**src/rtl/round_enum_pkg.sv**
```systemverilog
// Shared types and constants for the binary32 multiplier.
// Also holds the behavioural reference product used for on-chip self-checking.
package round_enum_pkg;

    typedef enum logic [2:0] {
        IEEE_near = 3'd0,
        IEEE_zero = 3'd1,
        IEEE_pinf = 3'd2,
        IEEE_ninf = 3'd3,
        near_up   = 3'd4,
        away_zero = 3'd5
    } round_values;

    localparam int ST_ZERO    = 0;
    localparam int ST_INF     = 1;
    localparam int ST_NAN     = 2;
    localparam int ST_TINY    = 3;
    localparam int ST_HUGE    = 4;
    localparam int ST_INEXACT = 5;

    localparam int          BIAS         = 127;
    localparam logic [31:0] CANON_NAN    = 32'h7FC0_0000;
    localparam logic [30:0] INF_MAG      = 31'h7F80_0000;
    localparam logic [30:0] MAX_NORM_MAG = 31'h7F7F_FFFF;
    localparam logic [30:0] MIN_NORM_MAG = 31'h0080_0000;

    function automatic logic [31:0] fp_mult_ref(input logic [31:0] a,
                                                 input logic [31:0] b,
                                                 input round_values mode);
        logic        sgn;
        logic        a_nan, b_nan, a_inf, b_inf, a_zero, b_zero;
        logic [47:0] p;
        logic [23:0] m;
        logic [24:0] mr;
        logic        g, s, up;
        int          e;
        round_values md;

        sgn    = a[31] ^ b[31];
        a_zero = (a[30:23] == 8'h00);
        b_zero = (b[30:23] == 8'h00);
        a_inf  = (a[30:23] == 8'hFF) && (a[22:0] == 23'd0);
        b_inf  = (b[30:23] == 8'hFF) && (b[22:0] == 23'd0);
        a_nan  = (a[30:23] == 8'hFF) && (a[22:0] != 23'd0);
        b_nan  = (b[30:23] == 8'hFF) && (b[22:0] != 23'd0);

        if (a_nan || b_nan || (a_inf && b_zero) || (b_inf && a_zero))
            return CANON_NAN;
        if (a_inf || b_inf)
            return {sgn, INF_MAG};
        if (a_zero || b_zero)
            return {sgn, 31'd0};

        md = (mode > away_zero) ? IEEE_near : mode;
        p  = {24'd0, 1'b1, a[22:0]} * {24'd0, 1'b1, b[22:0]};
        e  = int'(a[30:23]) + int'(b[30:23]) - BIAS;
        if (p[47]) begin
            m = p[47:24];
            g = p[23];
            s = |p[22:0];
            e = e + 1;
        end else begin
            m = p[46:23];
            g = p[22];
            s = |p[21:0];
        end

        case (md)
            IEEE_near: up = g && (s || m[0]);
            IEEE_zero: up = 1'b0;
            IEEE_pinf: up = !sgn && (g || s);
            IEEE_ninf: up = sgn && (g || s);
            near_up:   up = g && (s || !sgn);
            default:   up = g || s;
        endcase

        mr = {1'b0, m} + {24'd0, up};
        if (mr[24]) begin
            m = mr[24:1];
            e = e + 1;
        end else begin
            m = mr[23:0];
        end

        if (e >= 255)
            return ((md == IEEE_zero) || (md == IEEE_pinf && sgn) || (md == IEEE_ninf && !sgn))
                   ? {sgn, MAX_NORM_MAG} : {sgn, INF_MAG};
        if (e <= 0)
            return ((md == away_zero) || (md == IEEE_pinf && !sgn) || (md == IEEE_ninf && sgn))
                   ? {sgn, MIN_NORM_MAG} : {sgn, 31'd0};
        // (e-1)<<23 plus the mantissa with its hidden bit yields e<<23 plus the fraction
        return {sgn, 31'((e - 1) * 8388608 + int'(m))};
    endfunction

endpackage

```
**src/rtl/fp_round.sv**
```systemverilog
// Rounds a normalized 24-bit mantissa by mode, renormalizing on carry-out.
// Purely combinational; no flow control.
module fp_round
    import round_enum_pkg::*;
(
    input  logic              sign,
    input  logic [23:0]       mant,
    input  logic              guard,
    input  logic              sticky,
    input  logic signed [9:0] exp_in,
    input  round_values       mode,
    output logic [22:0]       frac_o,
    output logic signed [9:0] exp_o,
    output logic              inexact
);

    logic        inc;
    logic [24:0] sum;

    always_comb begin
        inexact = guard | sticky;
        inc     = 1'b0;
        case (mode)
            IEEE_zero: inc = 1'b0;
            IEEE_pinf: inc = ~sign & inexact;
            IEEE_ninf: inc = sign & inexact;
            near_up:   inc = guard & (sticky | ~sign);
            away_zero: inc = inexact;
            default:   inc = guard & (sticky | mant[0]);
        endcase

        sum = {1'b0, mant} + {24'd0, inc};
        if (sum[24]) begin
            frac_o = sum[23:1];
            exp_o  = exp_in + 10'sd1;
        end else begin
            frac_o = sum[22:0];
            exp_o  = exp_in;
        end
    end

endmodule

```
**src/rtl/fp_mult_top.sv**
```systemverilog
// Binary32 multiplier: registered operands, mode-selectable rounding, exception flags.
// Latency 2 clocks, one operation per clock; no handshake, never stalls.
module fp_mult_top
    import round_enum_pkg::*;
(
    input  logic        clk,
    input  logic        rst,
    input  logic [31:0] a,
    input  logic [31:0] b,
    input  round_values round,
    output logic [31:0] z,
    output logic [7:0]  status,
    output logic [31:0] z_function_out
);

    logic [31:0] a_d, a_q, b_d, b_q;
    round_values round_d, round_q;
    logic        vld_d, vld_q;
    logic [31:0] z_d, z_q, zf_d, zf_q;
    logic [7:0]  status_d, status_q;

    logic [7:0]        ea, eb;
    logic              sign;
    logic              a_zero, b_zero, a_inf, b_inf, a_nan, b_nan;
    logic [47:0]       prod;
    logic signed [9:0] exp_raw, exp_norm, exp_rnd;
    logic [23:0]       mant_norm;
    logic              guard, sticky, inexact;
    logic [22:0]       frac_rnd;
    logic              ovf_to_inf, unf_to_min;

    always_comb begin
        a_d     = a;
        b_d     = b;
        round_d = round;
        vld_d   = 1'b1;
    end

    always_ff @(posedge clk) begin
        if (rst) begin
            a_q     <= '0;
            b_q     <= '0;
            round_q <= IEEE_near;
            vld_q   <= 1'b0;
        end else begin
            a_q     <= a_d;
            b_q     <= b_d;
            round_q <= round_d;
            vld_q   <= vld_d;
        end
    end

    always_comb begin
        ea     = a_q[30:23];
        eb     = b_q[30:23];
        sign   = a_q[31] ^ b_q[31];
        a_zero = (ea == 8'h00);
        b_zero = (eb == 8'h00);
        a_inf  = (ea == 8'hFF) && (a_q[22:0] == 23'd0);
        b_inf  = (eb == 8'hFF) && (b_q[22:0] == 23'd0);
        a_nan  = (ea == 8'hFF) && (a_q[22:0] != 23'd0);
        b_nan  = (eb == 8'hFF) && (b_q[22:0] != 23'd0);

        prod    = {24'd0, 1'b1, a_q[22:0]} * {24'd0, 1'b1, b_q[22:0]};
        exp_raw = $signed({2'b00, ea}) + $signed({2'b00, eb}) - 10'(BIAS);

        // Product of two [1,2) mantissas lies in [1,4); bit 47 flags the [2,4) half
        if (prod[47]) begin
            mant_norm = prod[47:24];
            guard     = prod[23];
            sticky    = |prod[22:0];
            exp_norm  = exp_raw + 10'sd1;
        end else begin
            mant_norm = prod[46:23];
            guard     = prod[22];
            sticky    = |prod[21:0];
            exp_norm  = exp_raw;
        end
    end

    fp_round u_round (
        .sign    (sign),
        .mant    (mant_norm),
        .guard   (guard),
        .sticky  (sticky),
        .exp_in  (exp_norm),
        .mode    (round_q),
        .frac_o  (frac_rnd),
        .exp_o   (exp_rnd),
        .inexact (inexact)
    );

    always_comb begin
        case (round_q)
            IEEE_zero: ovf_to_inf = 1'b0;
            IEEE_pinf: ovf_to_inf = ~sign;
            IEEE_ninf: ovf_to_inf = sign;
            default:   ovf_to_inf = 1'b1;
        endcase
        case (round_q)
            away_zero: unf_to_min = 1'b1;
            IEEE_pinf: unf_to_min = ~sign;
            IEEE_ninf: unf_to_min = sign;
            default:   unf_to_min = 1'b0;
        endcase
    end

    always_comb begin
        z_d      = '0;
        status_d = '0;
        zf_d     = '0;
        if (vld_q) begin
            zf_d = fp_mult_ref(a_q, b_q, round_q);
            if (a_nan || b_nan || (a_inf && b_zero) || (b_inf && a_zero)) begin
                z_d              = CANON_NAN;
                status_d[ST_NAN] = 1'b1;
            end else if (a_inf || b_inf) begin
                z_d              = {sign, INF_MAG};
                status_d[ST_INF] = 1'b1;
            end else if (a_zero || b_zero) begin
                z_d               = {sign, 31'd0};
                status_d[ST_ZERO] = 1'b1;
            end else if (exp_rnd >= 10'sd255) begin
                status_d[ST_HUGE]    = 1'b1;
                status_d[ST_INEXACT] = 1'b1;
                status_d[ST_INF]     = ovf_to_inf;
                z_d = ovf_to_inf ? {sign, INF_MAG} : {sign, MAX_NORM_MAG};
            end else if (exp_rnd <= 10'sd0) begin
                status_d[ST_TINY]    = 1'b1;
                status_d[ST_INEXACT] = 1'b1;
                status_d[ST_ZERO]    = ~unf_to_min;
                z_d = unf_to_min ? {sign, MIN_NORM_MAG} : {sign, 31'd0};
            end else begin
                z_d                  = {sign, exp_rnd[7:0], frac_rnd};
                status_d[ST_INEXACT] = inexact;
            end
        end
    end

    always_ff @(posedge clk) begin
        if (rst) begin
            z_q      <= '0;
            status_q <= '0;
            zf_q     <= '0;
        end else begin
            z_q      <= z_d;
            status_q <= status_d;
            zf_q     <= zf_d;
        end
    end

    assign z              = z_q;
    assign status         = status_q;
    assign z_function_out = zf_q;

endmodule

```
**config.mk**
```make
export PLATFORM = sky130hd
export DESIGN_NAME = fp_mult_top
export DESIGN_NICKNAME = d
export VERILOG_FILES = /design/src/rtl/round_enum_pkg.sv /design/src/rtl/fp_round.sv /design/src/rtl/fp_mult_top.sv
export SDC_FILE = /design/constraint.sdc
export NUM_CORES = 2
export LEC_CHECK = 0
export CAP_MARGIN = 20
export CORE_ASPECT_RATIO = 2
export CORE_MARGIN = 2
export CORE_UTILIZATION = 55
export DETAILED_ROUTE_END_ITERATION = 7
export DONT_BUFFER_PORTS = 1
export PLACE_DENSITY = 0.7
export SLEW_MARGIN = 20
export SYNTH_ARGS = -nofsm -noshare
export SYNTH_HDL_FRONTEND = slang
export SYNTH_SLANG_ARGS = --single-unit
```
**constraint.sdc**
```tcl
create_clock -name clk -period 18.3 [get_ports clk]
set_input_delay 5.49 -clock clk [delete_from_list [all_inputs] [get_ports clk]]
set_output_delay 5.49 -clock clk [all_outputs]
set_load 0.1 [all_outputs]
```
### Word level (Yosys, flattened, before mapping)

Index checks and enable logic that the tools add are counted.

* bits in registers: 140
* output and inout port bits: 72
* logic and storage cells: 189

* $add $sub $neg: 12
* $mul: 1
* $lt $le $gt $ge: 5
* eq/ne operators: 12
* multiplexer cells: 93
* bitwise gates (word level): 11
* reduce and logical (&&, ||, !) cells: 41

Operators by type and width (count)
* 32-bit two-way mux: 21
* 24-bit two-way mux: 14
* 31-bit two-way mux: 5
* 24-bit by 1-bit adder with 25-bit output: 2
* 24-bit by 24-bit multiplier with 48-bit output: 1
* 23-bit zero test: 2
* 23-bit nonzero test: 2
* 1-bit two-way mux: 45
* 32-bit by 2-bit adder with 32-bit output (second input constant): 1
* 32-bit by 9-bit >= comparator with 1-bit output (second input constant): 1
* 32-bit by 1-bit <= comparator with 1-bit output (second input constant): 1
* 31-bit by 25-bit adder with 31-bit output: 1
* 23-bit two-way mux: 1
* 23-bit OR reduction: 1
* 22-bit OR reduction: 1
* 10-bit by 2-bit adder with 10-bit output (second input constant): 2
* 10-bit two-way mux: 2
* 9-bit by 7-bit subtractor with 10-bit output (second input constant): 2
* 8-bit by 8-bit adder with 9-bit output: 2
* 8-bit equality test (second input constant): 2
* 8-bit zero test: 2
* 1-bit logical AND: 14
* 3-bit by 2-bit equality test with 1-bit output (second input constant): 4
* 3-bit equality test (second input constant): 4
* other kinds (21): 42

### Depth between registers and ports, before layout

* word-level depth: 45
* depth in mapped cells: 49
* gate-level depth less buffers: 43

### Cells and area by module

From an unflattened synthesis, not the netlist that was laid out.

* cells, all modules: 3199
* area total of the unflattened synthesis: 27313.7 um^2

By module, submodules not included
* fp_mult_top: instances 1, cells each 3057, area each 26339.0 um^2
* fp_round: instances 1, cells each 142, area each 974.7 um^2

### Worst setup path after synthesis

Ideal clock, no wire load.

* path type: register to register
* start point: reg b_q[17]
* end point: reg zf_q[10] (netlist: z_function_out[10])
* library setup time: 133 ps
* arrival: 11120 ps
* path slack: 7047 ps
* stages on the path, launching flop included: 47
* buffers on the path: 7
* period minus slack after synthesis: 11253 ps
* cell sequence: dfxtp_1 -> clkbuf_1 -> nand2_1 -> fa_1 -> inv_1 -> fa_1 -> inv_1 -> fa_1 -> inv_1 -> fa_1 -> fa_1 -> fa_1 -> inv_1 -> fa_1 -> inv_1 -> ha_1 -> clkbuf_1 -> nand4_1 -> [11 not listed] -> a2111o_1 -> o21ai_0 -> ha_1 -> ha_1 -> nand3_1 -> a2111oi_4 -> o21ai_2 -> or4b_1 -> buf_2 -> nand2_1 -> o21a_1 -> ha_1 -> inv_1 -> o41ai_4 -> nand2_2 -> o21bai_2 -> buf_6 -> a21oi_1

* cells in the longest elaborated chain, start to end: 32
* elaborated cells on any way between the ends: 84

RTL lines
* from (decl): RTL line fp_mult_top.sv:16 `logic [31:0] a_d, a_q, b_d, b_q;`
* from (signal assigned): RTL line fp_mult_top.sv:42 `b_q <= '0;`
* from (signal assigned): RTL line fp_mult_top.sv:47 `b_q <= b_d;`
* 24-bit by 24-bit multiplier with 48-bit output: RTL line round_enum_pkg.sv:55 `p = {24'd0, 1'b1, a[22:0]} * {24'd0, 1'b1, b[22:0]};`
* 23-bit OR reduction or 22-bit OR reduction (tied branches): RTL line round_enum_pkg.sv:60, round_enum_pkg.sv:65
* 1-bit two-way mux: RTL line round_enum_pkg.sv:57 `if (p[47]) begin`
* 1-bit two-way mux: RTL line round_enum_pkg.sv:54 `md = (mode > away_zero) ? IEEE_near : mode;`
* 1-bit two-way mux: RTL line round_enum_pkg.sv:51 `if (a_zero || b_zero)`
* 1-bit two-way mux: RTL line round_enum_pkg.sv:49 `if (a_inf || b_inf)`
* 1-bit two-way mux: RTL line fp_mult_top.sv:112 `if (vld_q) begin`
* 1-bit logical OR (on tied branches)
* [16 not listed]
* 1-bit two-way mux: RTL line round_enum_pkg.sv:51
* 1-bit two-way mux: RTL line round_enum_pkg.sv:49
* 1-bit two-way mux: RTL line fp_mult_top.sv:112
* 32-bit two-way mux: RTL line round_enum_pkg.sv:92 `return {sgn, 31'((e - 1) * 8388608 + int'(m))};`
* 32-bit two-way mux: RTL line round_enum_pkg.sv:88 `if (e <= 0)`
* 32-bit two-way mux: RTL line round_enum_pkg.sv:54
* 32-bit two-way mux: RTL line round_enum_pkg.sv:51
* 32-bit two-way mux *: RTL line round_enum_pkg.sv:49
* to (signal assigned): RTL line fp_mult_top.sv:148 `zf_q <= zf_d;`
* to (decl): RTL line fp_mult_top.sv:19 `logic [31:0] z_d, z_q, zf_d, zf_q;`

Mark *: on every way between the ends. The rest lies on a longest branch, timed or not. The select of a mux whose other input is x is not followed.
A chain may end at the register's enable or synchronous reset.

### Worst setup path after layout

* start point: reg b_q[8]
* end point: reg zf_q[7] (netlist: z_function_out[7])

The elaborated chain is that of the path after synthesis.

==> summary.txt <==
Detailed routing
  • Post-route ant nets: 0
  • Wire length on met3: 5.97 mm
  • WL met2: 46.0 mm
  • Routed vias/inst: 6.01
  • Initial drt markers: 1618
  • Vias post-DR: 22.7k
  • DR pass1 iterations: 8
  • Max Used Layer: met5
  • M1 WL: 27.6 mm
  • DRC: 0
  • Average routed wire per standard cell: 23.5 um
  • Detailed Route WL: 88.7 mm

Logic synthesis
  • Largest cells by area after synthesis: fa_1 (35%), dfxtp_1 (10%), ha_1 (9.4%)
  • Number of synthesis warnings: 0
  • Fraction of registers with async set/reset: 0%
  • Ys flop type: dfxtp_1
  • Top-count cell post-synth: inv_1
  • Yosys reg bits: 137
  • Most frequent cells after synthesis: inv_1 (595), fa_1 (483), nand2_1 (413)
  • Avg Cell Area, Syn: 8.53 um^2
  • Yosys top cell area share: 35.4%
  • Yosys top cell by area: fa_1
  • Synthesized instance count: 3199
  • Number of enable flip-flop cells after synthesis: 0
  • Post-synth cell types: 104
  • Mapped Area: 27300 um^2
  • Sequential area share after synthesis: 10.0%

Die
  • Starting Density: 55.6%
  • Die W: 162 um
  • Die area: 51500 um^2
  • Chip height: 319 um
  • CORE AREA: 49100 um^2
  • IO Pins: 141
  • FP Rows: 115

Timing
  • Slew @ Worst Pin: 1200 ps
  • Final WS setup: 4800 ps
  • FMAX: 0.0741 GHz
  • Final Hold Vio Count: 0
  • Clk_skew: 16.0 ps
  • Max-slew headroom: 18.2%
  • Setup TNS: 0 ps
  • RSZ-0062 raised after global routing: no
  • # setup viols final: 0
  • Max Slew Vio Count: 0
  • Min Tclk post-route: 13500 ps
  • Final Cycle Share: 73.7%

Final layout
  • # fillers: 4423
  • Area grow syn2layout: 4.22%
  • Multi-input gate area: 21700 um^2
  • Share of layout cells above drive strength 1: 4.09%
  • Post-Layout Inst Area: 28400 um^2
  • Nets@finish: 3874
  • Reg area: 2740 um^2

Power and ir drop
  • Max VDD drop: 0.000204 V
  • P_leak: 13.3 nW
  • Total power: 0.00386 W
  • PD cells: 136 nW/um^2

Clocking
  • Post-CTS setup buffers: 0
  • CTS Buffer Depth: 2
  • H-tree Lvls: 4
  • TritonCTS Buffers: 17
  • CTS clock-pin slew for the worst setup and hold paths: 60 ps
  • CTS tree: done
  • CTS root buf: clkbuf_16
  • Worst-Skew Late Latency: 470 ps
  • # clock sinks: 137
  • Post-CTS sizing: 0
  • Cts hold-fix bufs: 0

Global route
  • GRT overflow: 0
  • Global-route wire length before repair: 140 mm
  • Overall Global Routing Usage: 35.9%
  • Initial antenna violation count: 3
  • Number of global-route vias before repair: 25.1k
  • Pin count of the biggest net entering global routing: 69

Setup path
  • CP max FO: 35
  • Slowest cell on crit path: dfxtp_1
  • Buf+Inv Stages, Crit Path: 9
  • CP delay by family, top: adder cells
  • Worst Setup End Kind: register
  • Kind of critical path: reg2reg
  • Crit path launch type: register
  • Slowest cell delay on critical path: 870 ps
  • WP data required: 18600 ps
  • Critical Path AT: 13800 ps

Status
  • Status: completed

Place
  • GPL Wtd Cong: 0.968
  • Area after DPL: 27800 um^2
  • IO Port Bufs: 0
  • Post-DP HPWL: 69.4 mm
  • Setup WS pre-CTS: 5040 ps

Worst hold path
  • Tightest Hold Check Type: reg2reg

Flow run
  • Number of max-cap violations: 0
state kept, by name, indices dropped and copies added (netlist names):
name            cells
a_q                32
b_q                32
round_q             3
status              6
vld_q               1
z                  32
z_function_out     31
report_power, final:
part | switching [W] | leakage (nW) | internal (W) | total, W
combinational | 0.00198 | 11.9 | 0.00101 | 0.00299
clock | 0.000150 | 0.292 | 0.000226 | 0.000376
sequential | 0.000163 | 1.13 | 0.000326 | 0.000489
total | 0.00230 | 13.3 | 0.00156 | 0.00386
cell type report:
cell class | count | share of cell area [%]
Multi-Input combinational cell | 2313 | 76.2
Sequential cell | 137 | 9.65
Inverter | 598 | 7.89
Tap cell | 643 | 2.83
Clock buffer | 18 | 1.51
Timing Repair Buffer | 49 | 1.29
Clock inverter | 12 | 0.620
Antenna cell | 2 | 0.0176
cells in the final DEF, fill, tap and decap left out, drive strengths merged, types with 7 or more instances in the layout:
cell type	n
o211ai	19
nand3	36
ha	206
a21oi	113
or3	7
dfxtp	137
or2	13
a31oi	11
clkinv	8
o31ai	10
nand2	414
o2111ai	7
nor4	31
nand4	40
a21o	18
nor3	33
xnor2	76
nor2b	81
a2111oi	7
and2	234
fa	483
nand2b	13
xor2	41
buf	49
o21bai	9
o21a	24
a22oi	7
clkbuf	18
a211oi	12
nor2	134
inv	596
mux2i	19
o21ai	106
metrics by stage:
stage / cells / util [%] / hold slack (ps)
CTS: 3770 / 58.0 / 485
finish: 3772 / 58.0 / 485
global placement: 3740 / 56.7 / 471
floorplan: 3200 / - / 451
global route: 3770 / 58.0 / 504
detailed placement: 3740 / 56.7 / 464
path summary, 6_finish.rpt:
| path | from | cells after the start | endpoint | slack, ps |
|---|---|---|---|---|
| max | b_q[8] | 42 | z_function_out[7] | 4800 |
| min reg2reg | vld_q | 1 | status[0] | 480 |
| min | vld_q | 1 | status[0] | 480 |
| max reg2reg | b_q[8] | 42 | z_function_out[7] | 4800 |
cells by family (layout without fill, tap and decap cells):
logic type | Yosys count | count (layout) | synth area share, %
xor gates and xnor gates | 118 | 118 | 3.86
other | 1 | 4 | 0.0137
AOI/OAI and AO/OA | 407 | 407 | 9.97
and+or+nand+nor | 1077 | 1077 | 19.9
adders and majority gates | 689 | 689 | 44.9
muxes | 20 | 20 | 0.784
buffers and inverters | 750 | 677 | 10.6
DFF | 137 | 137 | 10.0
layer usage:
layer  vias up  GRT usage [%]
met3       464           6.09
met2      1210           64.5
li1       9823              -
met4         4           29.5
met1     11151           35.8
met5         -              0
(Power assumes the default switching activity.)
